$ cat src/rtl/status_display_if.sv
// Status display bus: hood control inputs and display/buzzer outputs.
interface status_display_if;
   logic       power_on;
   logic       gesture_armed;
   logic [5:0] hand_time;
   logic [7:0] an;
   logic [7:0] seg;
   logic       beep;
   logic [5:0] remaining;

   modport master (
      output power_on, gesture_armed, hand_time,
      input  an, seg, beep, remaining
   );

   modport slave (
      input  power_on, gesture_armed, hand_time,
      output an, seg, beep, remaining
   );
endinterface

$ cat src/rtl/status_display.sv
// Range-hood status display: gesture countdown, buzzer and 8-digit scan.
// Optional macro STATUS_DISPLAY_BLINK_EN blinks the last three seconds.
module status_display #(
   parameter int SEC_DIV  = 100_000_000,
   parameter int SCAN_DIV = 100_000
) (
   input logic             clk,
   input logic             reset,
   status_display_if.slave bus
);

   typedef enum logic [1:0] {OFF, IDLE, ARMED, EXPIRED} state_t;

   localparam int CW = $clog2(SEC_DIV + 1);
   localparam int SW = $clog2(SCAN_DIV + 1);

   localparam logic [3:0] C_P     = 4'd10;
   localparam logic [3:0] C_DASH  = 4'd11;
   localparam logic [3:0] C_BLANK = 4'd12;

   state_t          state, state_n;
   logic            gest_q;
   logic [5:0]      rem, rem_n;
   logic [CW-1:0]   cnt, cnt_n;
   logic [SW-1:0]   scan, scan_n;
   logic [2:0]      idx, idx_n;
   logic [7:0]      an_q, an_n;
   logic [7:0]      seg_q, seg_n;
   logic [3:0]      code;
   logic [7:0]      bcd;
   logic            blank;
   logic            rise, tick;

   function automatic logic [7:0] seg7(input logic [3:0] c);
      unique case (c)
         4'd0:    return 8'h3F;
         4'd1:    return 8'h06;
         4'd2:    return 8'h5B;
         4'd3:    return 8'h4F;
         4'd4:    return 8'h66;
         4'd5:    return 8'h6D;
         4'd6:    return 8'h7D;
         4'd7:    return 8'h07;
         4'd8:    return 8'h7F;
         4'd9:    return 8'h6F;
         C_P:     return 8'h73;
         C_DASH:  return 8'h40;
         default: return 8'h00;
      endcase
   endfunction

   function automatic logic [7:0] to_bcd(input logic [5:0] v);
      logic [3:0] t;
      logic [5:0] u;
      t = 4'd0;
      u = v;
      for (int k = 0; k < 6; k++) begin
         if (u >= 6'd10) begin
            u = u - 6'd10;
            t = t + 4'd1;
         end
      end
      return {t, u[3:0]};
   endfunction

   assign rise = bus.gesture_armed & ~gest_q;
   assign tick = (cnt == CW'(SEC_DIV - 1));

   always_comb begin
      state_n = state;
      rem_n   = rem;
      cnt_n   = cnt;
      unique case (state)
         OFF: state_n = IDLE;
         IDLE, EXPIRED: begin
            if (rise) begin
               state_n = (bus.hand_time == 6'd0) ? EXPIRED : ARMED;
               rem_n   = bus.hand_time;
               cnt_n   = '0;
            end else if (state == EXPIRED) begin
               cnt_n = tick ? '0 : cnt + CW'(1);
               if (tick) state_n = IDLE;
            end
         end
         ARMED: begin
            if (!bus.gesture_armed) begin
               state_n = IDLE;
               rem_n   = 6'd0;
               cnt_n   = '0;
            end else if (tick) begin
               cnt_n = '0;
               rem_n = (rem <= 6'd1) ? 6'd0 : rem - 6'd1;
               if (rem <= 6'd1) state_n = EXPIRED;
            end else begin
               cnt_n = cnt + CW'(1);
            end
         end
      endcase
      if (!bus.power_on) begin
         state_n = OFF;
         rem_n   = 6'd0;
         cnt_n   = '0;
      end
   end

   always_comb begin
      scan_n = '0;
      idx_n  = 3'd0;
      if (state != OFF) begin
         scan_n = (scan == SW'(SCAN_DIV - 1)) ? '0 : scan + SW'(1);
         idx_n  = (scan == SW'(SCAN_DIV - 1)) ? idx + 3'd1 : idx;
      end
   end

   // Outputs are built from next-state values so an/seg always agree.
   always_comb begin
      code  = C_BLANK;
      bcd   = to_bcd(rem_n);
      blank = 1'b0;
`ifdef STATUS_DISPLAY_BLINK_EN
      blank = (rem_n <= 6'd3) && (cnt_n >= CW'(SEC_DIV / 2));
`else
      blank = 1'b0;
`endif
      if (idx_n == 3'd7) begin
         code = C_P;
      end else if (state_n == ARMED) begin
         if (!blank && idx_n == 3'd1) code = bcd[7:4];
         if (!blank && idx_n == 3'd0) code = bcd[3:0];
      end else if (state_n == EXPIRED && idx_n <= 3'd1) begin
         code = C_DASH;
      end
      an_n  = (state_n == OFF) ? 8'h00 : 8'h01 << idx_n;
      seg_n = (state_n == OFF) ? 8'h00 : seg7(code);
   end

   always_ff @(posedge clk) begin
      if (reset) begin
         state  <= OFF;
         gest_q <= 1'b0;
         rem    <= 6'd0;
         cnt    <= '0;
         scan   <= '0;
         idx    <= 3'd0;
         an_q   <= 8'h00;
         seg_q  <= 8'h00;
      end else begin
         state  <= state_n;
         gest_q <= bus.gesture_armed;
         rem    <= rem_n;
         cnt    <= cnt_n;
         scan   <= scan_n;
         idx    <= idx_n;
         an_q   <= an_n;
         seg_q  <= seg_n;
      end
   end

   assign bus.an        = an_q;
   assign bus.seg       = seg_q;
   assign bus.beep      = (state == EXPIRED);
   assign bus.remaining = rem;

endmodule

$ cat src/flat_wrapper.sv
// flat-port wrapper written by rule: the top's interface ports become plain ports
module status_display_flat 
#(
   parameter int SEC_DIV  = 100_000_000,
   parameter int SCAN_DIV = 100_000
)
  (clk, reset, bus_power_on, bus_gesture_armed, bus_hand_time, bus_an, bus_seg, bus_beep, bus_remaining);
  status_display_if bus_i ();
  input logic clk;
  input logic reset;
  input wire logic [$bits(bus_i.power_on)-1:0] bus_power_on;
  input wire logic [$bits(bus_i.gesture_armed)-1:0] bus_gesture_armed;
  input wire logic [$bits(bus_i.hand_time)-1:0] bus_hand_time;
  output wire logic [$bits(bus_i.an)-1:0] bus_an;
  output wire logic [$bits(bus_i.seg)-1:0] bus_seg;
  output wire logic [$bits(bus_i.beep)-1:0] bus_beep;
  output wire logic [$bits(bus_i.remaining)-1:0] bus_remaining;
  assign bus_i.power_on = bus_power_on;
  assign bus_i.gesture_armed = bus_gesture_armed;
  assign bus_i.hand_time = bus_hand_time;
  assign bus_an = bus_i.an;
  assign bus_seg = bus_i.seg;
  assign bus_beep = bus_i.beep;
  assign bus_remaining = bus_i.remaining;
  status_display #(.SEC_DIV(SEC_DIV), .SCAN_DIV(SCAN_DIV)) u_core (.clk(clk), .reset(reset), .bus(bus_i));
endmodule
$ cat config.mk
export PLATFORM = sky130hd
export DESIGN_NAME = status_display_flat
export DESIGN_NICKNAME = d
export VERILOG_FILES = /design/src/rtl/status_display_if.sv /design/src/rtl/status_display.sv /design/src/flat_wrapper.sv
export SDC_FILE = /design/constraint.sdc
export NUM_CORES = 1
export LEC_CHECK = 0
export ABC_AREA = 0
export ABC_CLOCK_PERIOD_IN_PS = 10120
export BUFFER_PORTS_ARGS = -buffer_cell sky130_fd_sc_hd__clkbuf_2
export CAP_MARGIN = 30
export CORE_ASPECT_RATIO = 0.75
export CORE_UTILIZATION = 62
export DETAILED_ROUTE_END_ITERATION = 8
export PLACE_DENSITY = 0.88
export SYNTH_ARGS = -nofsm -noshare
export SYNTH_HDL_FRONTEND = slang
export SYNTH_SLANG_ARGS = --single-unit
$ cat constraint.sdc
create_clock -name clk -period 10.12 [get_ports clk]
set_input_delay 2.024 -clock clk [delete_from_list [all_inputs] [get_ports clk]]
set_output_delay 2.024 -clock clk [all_outputs]
set_load 0.01 [all_outputs]
# After elaboration in Yosys (flattened, before gate mapping)

Memory sizes are Yosys's and may differ from the RTL's. A register that Yosys moved wholly into a read port is not among the register bits.
Index checks and enable logic that the tools add are counted.

Register bits: 72
ROM bits: 112
Input bits: 10
Output and inout bits: 23
Word-level logic and storage cells: 98
Memories: 1

Add/subtract/negate cells: 15
Order comparisons: 8
Equal/unequal tests: 10
Shift-type cells: 1
Multiplexer cells: 39
Bitwise operators: 4
Reductions and logical operators: 12

Memory list:

| name            | words | width | read ports | clocked after memory_dff | write ports | RTL line             | source |
|---|---|---|---|---|---|---|---|
| (no name shown) | 16    | 7     | 1          | 1                        | 0           | status_display.sv:35 | `unique case (c)` |

Operators by type and width:

| operator                | number |
|---|---|
| $mux W27                | 4 |
| $mux W6                 | 10 |
| $pmux W27 S2            | 1 |
| $mux W4                 | 10 |
| $ge A6 B4 Y1 const B    | 6 |
| $sub A6 B4 Y6 const B   | 5 |
| $add A27 B1 Y27 const B | 1 |
| $eq A27 B27 Y1 const B  | 1 |
| $add A17 B1 Y17 const B | 1 |
| $eq A17 B17 Y1 const B  | 1 |
| $add A4 B1 Y4 const B   | 4 |
| $mux W2                 | 7 |
| $pmux W6 S2             | 1 |
| $mux W3                 | 3 |
| $eq A2 B2 Y1 const B    | 4 |
| $shl A1 B3 Y8 const A   | 1 |
| $le A6 B1 Y1 const B    | 1 |
| $logic_not A6 Y1        | 1 |
| $pmux W2 S3             | 1 |
| $reduce_or A2 Y1        | 3 |
| $sub A6 B1 Y6 const B   | 1 |
| $logic_not A2 Y1        | 2 |
| $reduce_bool A2 Y1      | 2 |
| $sub A4 B4 Y4 const B   | 1 |
| other kinds (14)        | 17 |

# Logic depth before layout (Yosys ltp)

Gate-level depths: netlist of the first run.

Word-level depth: 22
Depth in mapped cells: 43

# Worst setup path after synthesis of the first run

OpenSTA, ideal clock, no wires.

Path kind: in2reg
From: in bus_gesture_armed
To: reg u_core.seg_q[4], in the netlist u_core.bus.seg[4]
Arrival time: 9317 ps
Path slack: 733 ps
Cell stages on the path: 38
Path through: buf_2 and3b_1 a211oi_1 nor4_1 a22o_2 inv_2 ha_1 a211oi_2 o211ai_1 mux2i_1 inv_1 ha_1 and2_1 a21oi_2 o21ai_4 xnor2_2 inv_1 ha_1 (+2 left out) xnor2_1 and4_1 or2_2 inv_1 ha_1 and2_1 nand2_1 mux2i_1 o21ai_1 and2_0 clkbuf_2 xnor2_1 ha_1 or4_1 and4b_1 a31o_4 or4b_1 a21oi_1

Cells in the longest elaborated chain, start to end: 20

Ends and longest elaborated chain:

| what                                                 | RTL line                                   | source |
|---|---|---|
| start: declaration                                   | flat_wrapper.sv:12                         | `input wire logic [$bits(bus_i.gesture_armed)-1:0] bus_gesture_armed;` |
| $and A1 B1 Y1                                        | status_display.sv:66                       | `assign rise = bus.gesture_armed & ~gest_q;` |
| $mux W6                                              | status_display.sv:76                       | `if (rise) begin` |
| $pmux W6 S2                                          | status_display.sv:73                       | `unique case (state)` |
| $mux W6                                              | status_display.sv:99                       | `if (!bus.power_on) begin` |
| $sub A6 B4 Y6 / $ge A6 B4 Y1 (equally long branches) | status_display.sv:59, status_display.sv:58 |  |
| $mux W6 / $mux W1 (equally long branches)            | status_display.sv:58                       | `if (u >= 6'd10) begin` |
| $sub A6 B4 Y6, or another cell as far along          | status_display.sv:59                       | `u = u - 6'd10;` |
| $mux W6 / $mux W4 (equally long branches)            | status_display.sv:58                       |  |
| (+4 left out)                                        | n/a                                        |  |
| $sub A6 B4 Y6, or another cell as far along          | status_display.sv:59                       |  |
| $mux W6 / $mux W4 (equally long branches)            | status_display.sv:58                       |  |
| $ge A6 B4 Y1 / $add A4 B1 Y4 (equally long branches) | status_display.sv:58, status_display.sv:60 |  |
| $mux W4                                              | status_display.sv:58                       |  |
| $mux W4                                              | status_display.sv:128                      | `if (!blank && idx_n == 3'd1) code = bcd[7:4];` |
| $mux W4                                              | status_display.sv:129                      | `if (!blank && idx_n == 3'd0) code = bcd[3:0];` |
| $mux W4                                              | status_display.sv:127                      | `end else if (state_n == ARMED) begin` |
| $mux W4                                              | status_display.sv:125                      | `if (idx_n == 3'd7) begin` |
| end: declaration                                     | status_display.sv:28                       | `logic [7:0] seg_q, seg_n;` |

Several ways; a longest one is shown, not always the timed one.
A chain may end at the register's enable or synchronous reset.

# Worst setup path after layout of the first run

From: in bus_gesture_armed
To: reg u_core.seg_q[4], in the netlist u_core.bus.seg[4]

Cells in the longest elaborated chain, start to end: 20

Ends and longest elaborated chain:

| what                                                 | RTL line                                   | source |
|---|---|---|
| $and A1 B1 Y1                                        | status_display.sv:66                       |  |
| $mux W6                                              | status_display.sv:76                       |  |
| $pmux W6 S2 *                                        | status_display.sv:73                       |  |
| $mux W6 *                                            | status_display.sv:99                       |  |
| via u_core.rem_n[1]                                  | status_display.sv:23                       | `logic [5:0] rem, rem_n;` |
| $sub A6 B4 Y6 / $ge A6 B4 Y1 (equally long branches) | status_display.sv:59, status_display.sv:58 |  |
| $mux W6 / $mux W1 (equally long branches)            | status_display.sv:58                       |  |
| $sub A6 B4 Y6, or another cell as far along          | status_display.sv:59                       |  |
| (+5 left out)                                        | n/a                                        |  |
| $sub A6 B4 Y6, or another cell as far along          | status_display.sv:59                       |  |
| $mux W6 / $mux W4 (equally long branches)            | status_display.sv:58                       |  |
| $ge A6 B4 Y1 / $add A4 B1 Y4 (equally long branches) | status_display.sv:58, status_display.sv:60 |  |
| $mux W4                                              | status_display.sv:58                       |  |
| $mux W4                                              | status_display.sv:128                      |  |
| $mux W4 *                                            | status_display.sv:129                      |  |
| $mux W4 *                                            | status_display.sv:127                      |  |
| $mux W4 *                                            | status_display.sv:125                      |  |

Mark *: on every way through the listed nets, which the timed path passes. The rest lies on a longest branch.

==> results of run 1 <==
[critical path: cells and delay by family]
family	cells	cell delay (ns)
simple gates	9	2.59
compound gates	14	2.92
mux	3	0.76
buf+inv	5	0.62
fa+ha+maj	5	1.11
xor+xnor	1	0.15
[report_power, final]
part	leakage [uW]	internal [uW]	switching, uW	total (uW)
Clock	0.000156	202	126	328
Sequential	0.000573	282	3.86	286
Combinational	0.00154	89.3	146	235
Total	0.00226	573	276	849
[sequential cells by signal, summed over array words and instances (netlist names)]
| signal | cells |
|---|---|
| u_core.bus.an | 8 |
| u_core.bus.remaining | 6 |
| u_core.bus.seg | 7 |
| u_core.cnt | 27 |
| u_core.gest_q | 1 |
| u_core.idx | 3 |
| u_core.scan | 17 |
| u_core.state | 2 |
[metal layers]
layer	track usage	up-vias	wire, um
met2	0.519	286	6470
li1	-	2513	-
met5	0	-	0
met3	0.0597	50	1420
met1	0.449	2503	6210
met4	0.105	0	269
[final cells by class]
type / instances / area, um2 / area share
repair buffers: 43 / 248 / 0.0416
clock buffers: 10 / 239 / 0.0401
flip-flops and latches: 71 / 1420 / 0.239
clock inverters: 6 / 76.3 / 0.0128
multi-input cells: 547 / 3720 / 0.625
inverters: 32 / 120 / 0.0202
well taps: 105 / 131 / 0.0220
[through the flow]
step / power (uW) / area [um2]
2_1_floorplan: 463 / 5330
3_3_place_gp: 505 / 5590
3_5_place_dp: 512 / 5590
4_1_cts: 842 / 5910
5_1_grt: 885 / 5960
6_report: 849 / 5960
[placed cells by master (no fill, tap or decap), types with 6 or more instances in the layout]
cell       Yosys  layout
nor3_1        12      12
xor2_1        26      26
nor2_1        89      89
and2_1        12      12
nand3_1       27      27
nand2_1       70      69
inv_1         30      29
or3_1         11      11
clkbuf_16      0       9
buf_4          2      12
nand4_1       16      16
nand2b_1       8       7
dfxtp_1       71      71
a21oi_1       26      25
o211ai_1       9       9
o21ai_1        7       6
mux2i_1        7       7
clkbuf_2       2      30
xnor2_1       21      21
and4_1        11      11
ha_1          24      24
and3_1         8       8
o21ai_0       19      19
a31oi_1       13      13
[logic make-up after synthesis]
family                     after synthesis  share of synthesized area
and+or+nand+nor                        307                      0.307
other                                    1                   0.000703
AOI/OAI and AO/OA                      157                      0.226
adders and majority gates               24                     0.0563
muxes                                   10                     0.0216
xor gates and xnor gates                48                     0.0803
buffers and inverters                   53                     0.0415
DFF                                     71                      0.267
[final timing paths]
path / start / end / slack, ns / cells after the start
setup reg to reg: u_core.bus.remaining[1] / u_core.bus.seg[4] / 0.97 / 38
hold / removal: u_core.scan[0] / u_core.scan[0] / 0.47 / 1
hold reg to reg: u_core.scan[0] / u_core.scan[0] / 0.47 / 1
setup / recovery: bus_gesture_armed / u_core.bus.seg[4] / 0.21 / 37
[what timing repair did]
action	CTS	global route
gates resized for setup	0	12
setup endpoints to repair	0	7
setup buffers	0	2
==> metrics.txt, run 1 <==
period utilization 0.979; final-layout fill cell count about 570; Final Non-Filler Cells 814; setup TNS 0 ns; hold slack roughly 0.47 ns; status completed; starting density of the core 0.659; TritonRoute pass-1 iters 6; ys async rst share 0; cell taking the most area after synthesis dfxtp_1; Hold Path Class reg2reg; Tightest Pin Transition 0.975 ns; Yosys top cell area share 0.267; Hold Violations, Final 0; Site Rows 28; Routed WL between 10 and 15 mm; CTS clk-pin slew, worst paths 0.06 ns; vias per cell 6.57; worst-path fanout max 11; Worst Path Required ~10 ns; core box area 8090 um2; final core occ 0.736; most instantiated cells after synthesis nor2_1, dfxtp_1, nand2_1, inv_1, nand3_1; critical path's largest stage delay between 0.5 and 0.6 ns; number of antenna violations at the first check in global routing 0; crit path kind in2reg; drt drc 0; Root Buffer clkbuf_16; Mapped Cells roughly 670; first-pass GRT wire length 23.0 mm; Hold Buf Count CTS 0; sequential area share after synthesis 0.267; Synth warnings 0; full die area 8980 um2; Port Buffers 31; EDFF count, synth 0; Die Y 82.3 um; syn_area_per_cell between 7 and 8 um2; DR WL/cell 17.6 um; # placed instances between 700 and 800; H-tree Lvls 3; gr usage total 0.327; endpoints failing setup 0; post-route ant nets 0; Synth cell types 94; largest net degree at the start of global routing 26; max-cap viol count 0; Max Freq 0.101 GHz; clk sink count 71; most common cell in the synthesized netlist nor2_1; nature of the critical path startpoint primary input; via count of the routed design approximately 5.4k; GRT overflow 0; top_reg_cell synth dfxtp_1; Final Slew Violations 0; IO Pins 33; Max VDD drop between 0.1 and 0.15 mV; DP Wirelength ~11 mm; Leak Pwr around 0.0023 uW; post-synthesis register bit count 71; Critical Path Sink Type flop; crit path DAT 10.17 ns; Pwr Density 143 nW/um2; Crit-path slowest cell or4_1; GP Congestion 0.958; Netlist Area Pre-Place 5330 um2; synth-to-layout area growth 11.8%; pre-CTS setup slack -0.216 ns; max_slew headroom 0.345; number of antenna diodes 0; clk buf depth 2; Num CTS Buffers 9; most frequent CP cell ha_1; fin nets 738; 1st-iter DRT viols 442; minimum clock period 9.91 ns; Final WS setup 0.212 ns; Worst-Skew Late Latency ~0.33 ns; Worst Skew 0.00529 ns; vias in the first global route between 4k and 5k; ratio of cells with drive above 1 in the final layout 0.161; syn nets around 710; CTS tree done; Die W 109 um; top post-synthesis cells by area dfxtp_1, nor2_1, ha_1
No activity file was read; power rests on OpenSTA's default activity.
==> inputs of run 2 (changes only) <==
--- a/config.mk
+++ b/config.mk
@@ -7,11 +7,11 @@
 export LEC_CHECK = 0
 export ABC_AREA = 0
 export ABC_CLOCK_PERIOD_IN_PS = 10120
-export BUFFER_PORTS_ARGS = -buffer_cell sky130_fd_sc_hd__clkbuf_2
 export CAP_MARGIN = 30
 export CORE_ASPECT_RATIO = 0.75
-export CORE_UTILIZATION = 62
+export CORE_UTILIZATION = 65
 export DETAILED_ROUTE_END_ITERATION = 8
+export DONT_BUFFER_PORTS = 1
 export PLACE_DENSITY = 0.88
 export SYNTH_ARGS = -nofsm -noshare
 export SYNTH_HDL_FRONTEND = slang
==> metrics.txt, run 2 (synthesized netlist as in run 1, its figures left out) <==
status completed; ratio of cells with drive above 1 in the final layout 0.107; setup TNS 0 ns; DR WL/cell 16.9 um; number of antenna diodes 0; most frequent CP cell ha_1; crit path DAT slightly below 10 ns; Final Slew Violations 0; hold slack 0.472 ns; first-pass GRT wire length 21.1 mm; Worst-Skew Late Latency 0.33 ns; gr usage total 0.305; minimum clock period 9.67 ns; layer with the highest usage met2; met2 Track Usage GR 0.475; Port Buffers 0; Tightest Pin Transition 1.08 ns; met1 usage 0.428; most flop-heavy register u_core.cnt; CTS clk-pin slew, worst paths 0.07 ns; vias in the first global route roughly 4.5k; Worst Skew 0.00614 ns; max_slew headroom 0.276; via count of the routed design 5065; Die W 107 um; max-cap viol count 0; final-layout fill cell count 638; endpoints failing setup 0; Site Rows 28; core box area a little under 8000 um2; Num CTS Buffers 9; commonest cells after routing, fill and taps aside nor2_1, dfxtp_1, nand2_1; fin nets 700; Critical Path Sink Type flop; H-tree Lvls 3; full die area 8570 um2; most common cell after layout, fill and taps aside nor2_1; vias per cell 6.53; register area around 1400 um2; Pwr Density about 130 nW/um2; worst-path fanout max 11; critical path's top delay family simple AND/OR/NAND/NOR gates; Leak Pwr 0.00205 uW; 1st-iter DRT viols 321; TritonRoute pass-1 iters 4; number of antenna violations at the first check in global routing 0; Hold Path Class reg2reg; Multi-input gate area 3700 um2; Crit-path slowest cell or4b_1; CTS tree done; clk sink count 71; starting density of the core 0.673; drt drc 0; nature of the critical path startpoint primary input; synth-to-layout area growth 5.91%; Max VDD drop 0.133 mV; Hold Violations, Final 0; DP Wirelength 9.92 mm; number of flip-flops in the largest register 27; GRT overflow 0; Worst Path Required approximately 10 ns; Max Freq 0.103 GHz; met3 Use GR 0.0779; crit path kind in2reg; Root Buffer clkbuf_8; Die Y 80.4 um; IO Pins 33; critical path's largest stage delay 0.51 ns; largest net degree at the start of global routing 26; period utilization 0.955; Routed WL 13.1 mm; post-route ant nets 0; clk buf depth 2; crit path buf inv count 4; GP Congestion between 0.9 and 1
-- run 2: changes by cell type in the layout (fill, tap and decap cells not counted), sizes merged --
| cell | before | now |
|---|---|---|
| clkinv | 2 | 0 |
| clkinvlp | 0 | 1 |
| inv | 35 | 33 |
| bufinv | 1 | 2 |
| clkbuf | 41 | 12 |
| buf | 12 | 5 |
-- run 2: path summary, 6_finish.rpt --
check                                              from           endpoint  slack, ns  cells after the start
worst max-delay path                  bus_gesture_armed  u_core.bus.seg[4]       0.45                     37
worst min-delay path                     u_core.scan[0]     u_core.scan[0]       0.47                      1
worst max register to register  u_core.bus.remaining[0]  u_core.bus.seg[4]       1.15                     39
worst min register to register           u_core.scan[0]     u_core.scan[0]       0.47                      1
-- run 2: report_power, final --
part / switching (uW) / internal, uW / total, uW / leakage, uW
logic: 135 / 82.5 / 218 / 0.00136
registers: 4.63 / 282 / 286 / 0.000573
clock network: 105 / 153 / 258 / 0.000113
total: 245 / 517 / 762 / 0.00205
-- run 2: timing repair --
item,CTS,global route
endpoints found under the setup margin,0,7
gates resized for setup,0,5
hold buffers,0,0
setup buffers,0,1
-- run 2: cell type report --
class | count | area share
Inverter | 32 | 0.0213
Multi-Input combinational cell | 547 | 0.656
Sequential cell | 71 | 0.252
Clock buffer | 12 | 0.0275
Clock inverter | 4 | 0.0135
Tap cell | 105 | 0.0233
Timing Repair Buffer | 5 | 0.00665
-- run 2: stage by stage --
step | power [uW] | cells | util | area [um2] | setup slack, ns
final | 762 | 776 | 0.713 | 5650 | 0.453
after global routing | 798 | 776 | 0.713 | 5650 | -0.00189
after CTS | 757 | 775 | 0.710 | 5620 | 0.443
after detailed placement | 501 | 759 | 0.681 | 5390 | 0.121
after global placement | 495 | 759 | 0.681 | 5390 | 0.526
after floorplan | 463 | 671 | - | 5330 | 0.733
-- run 2: metal layers --
layer | part of all wire | routed length (um)
met5 | 0 | 0
met4 | 0.0040 | 53
met3 | 0.096 | 1260
met2 | 0.44 | 5710
met1 | 0.46 | 6080
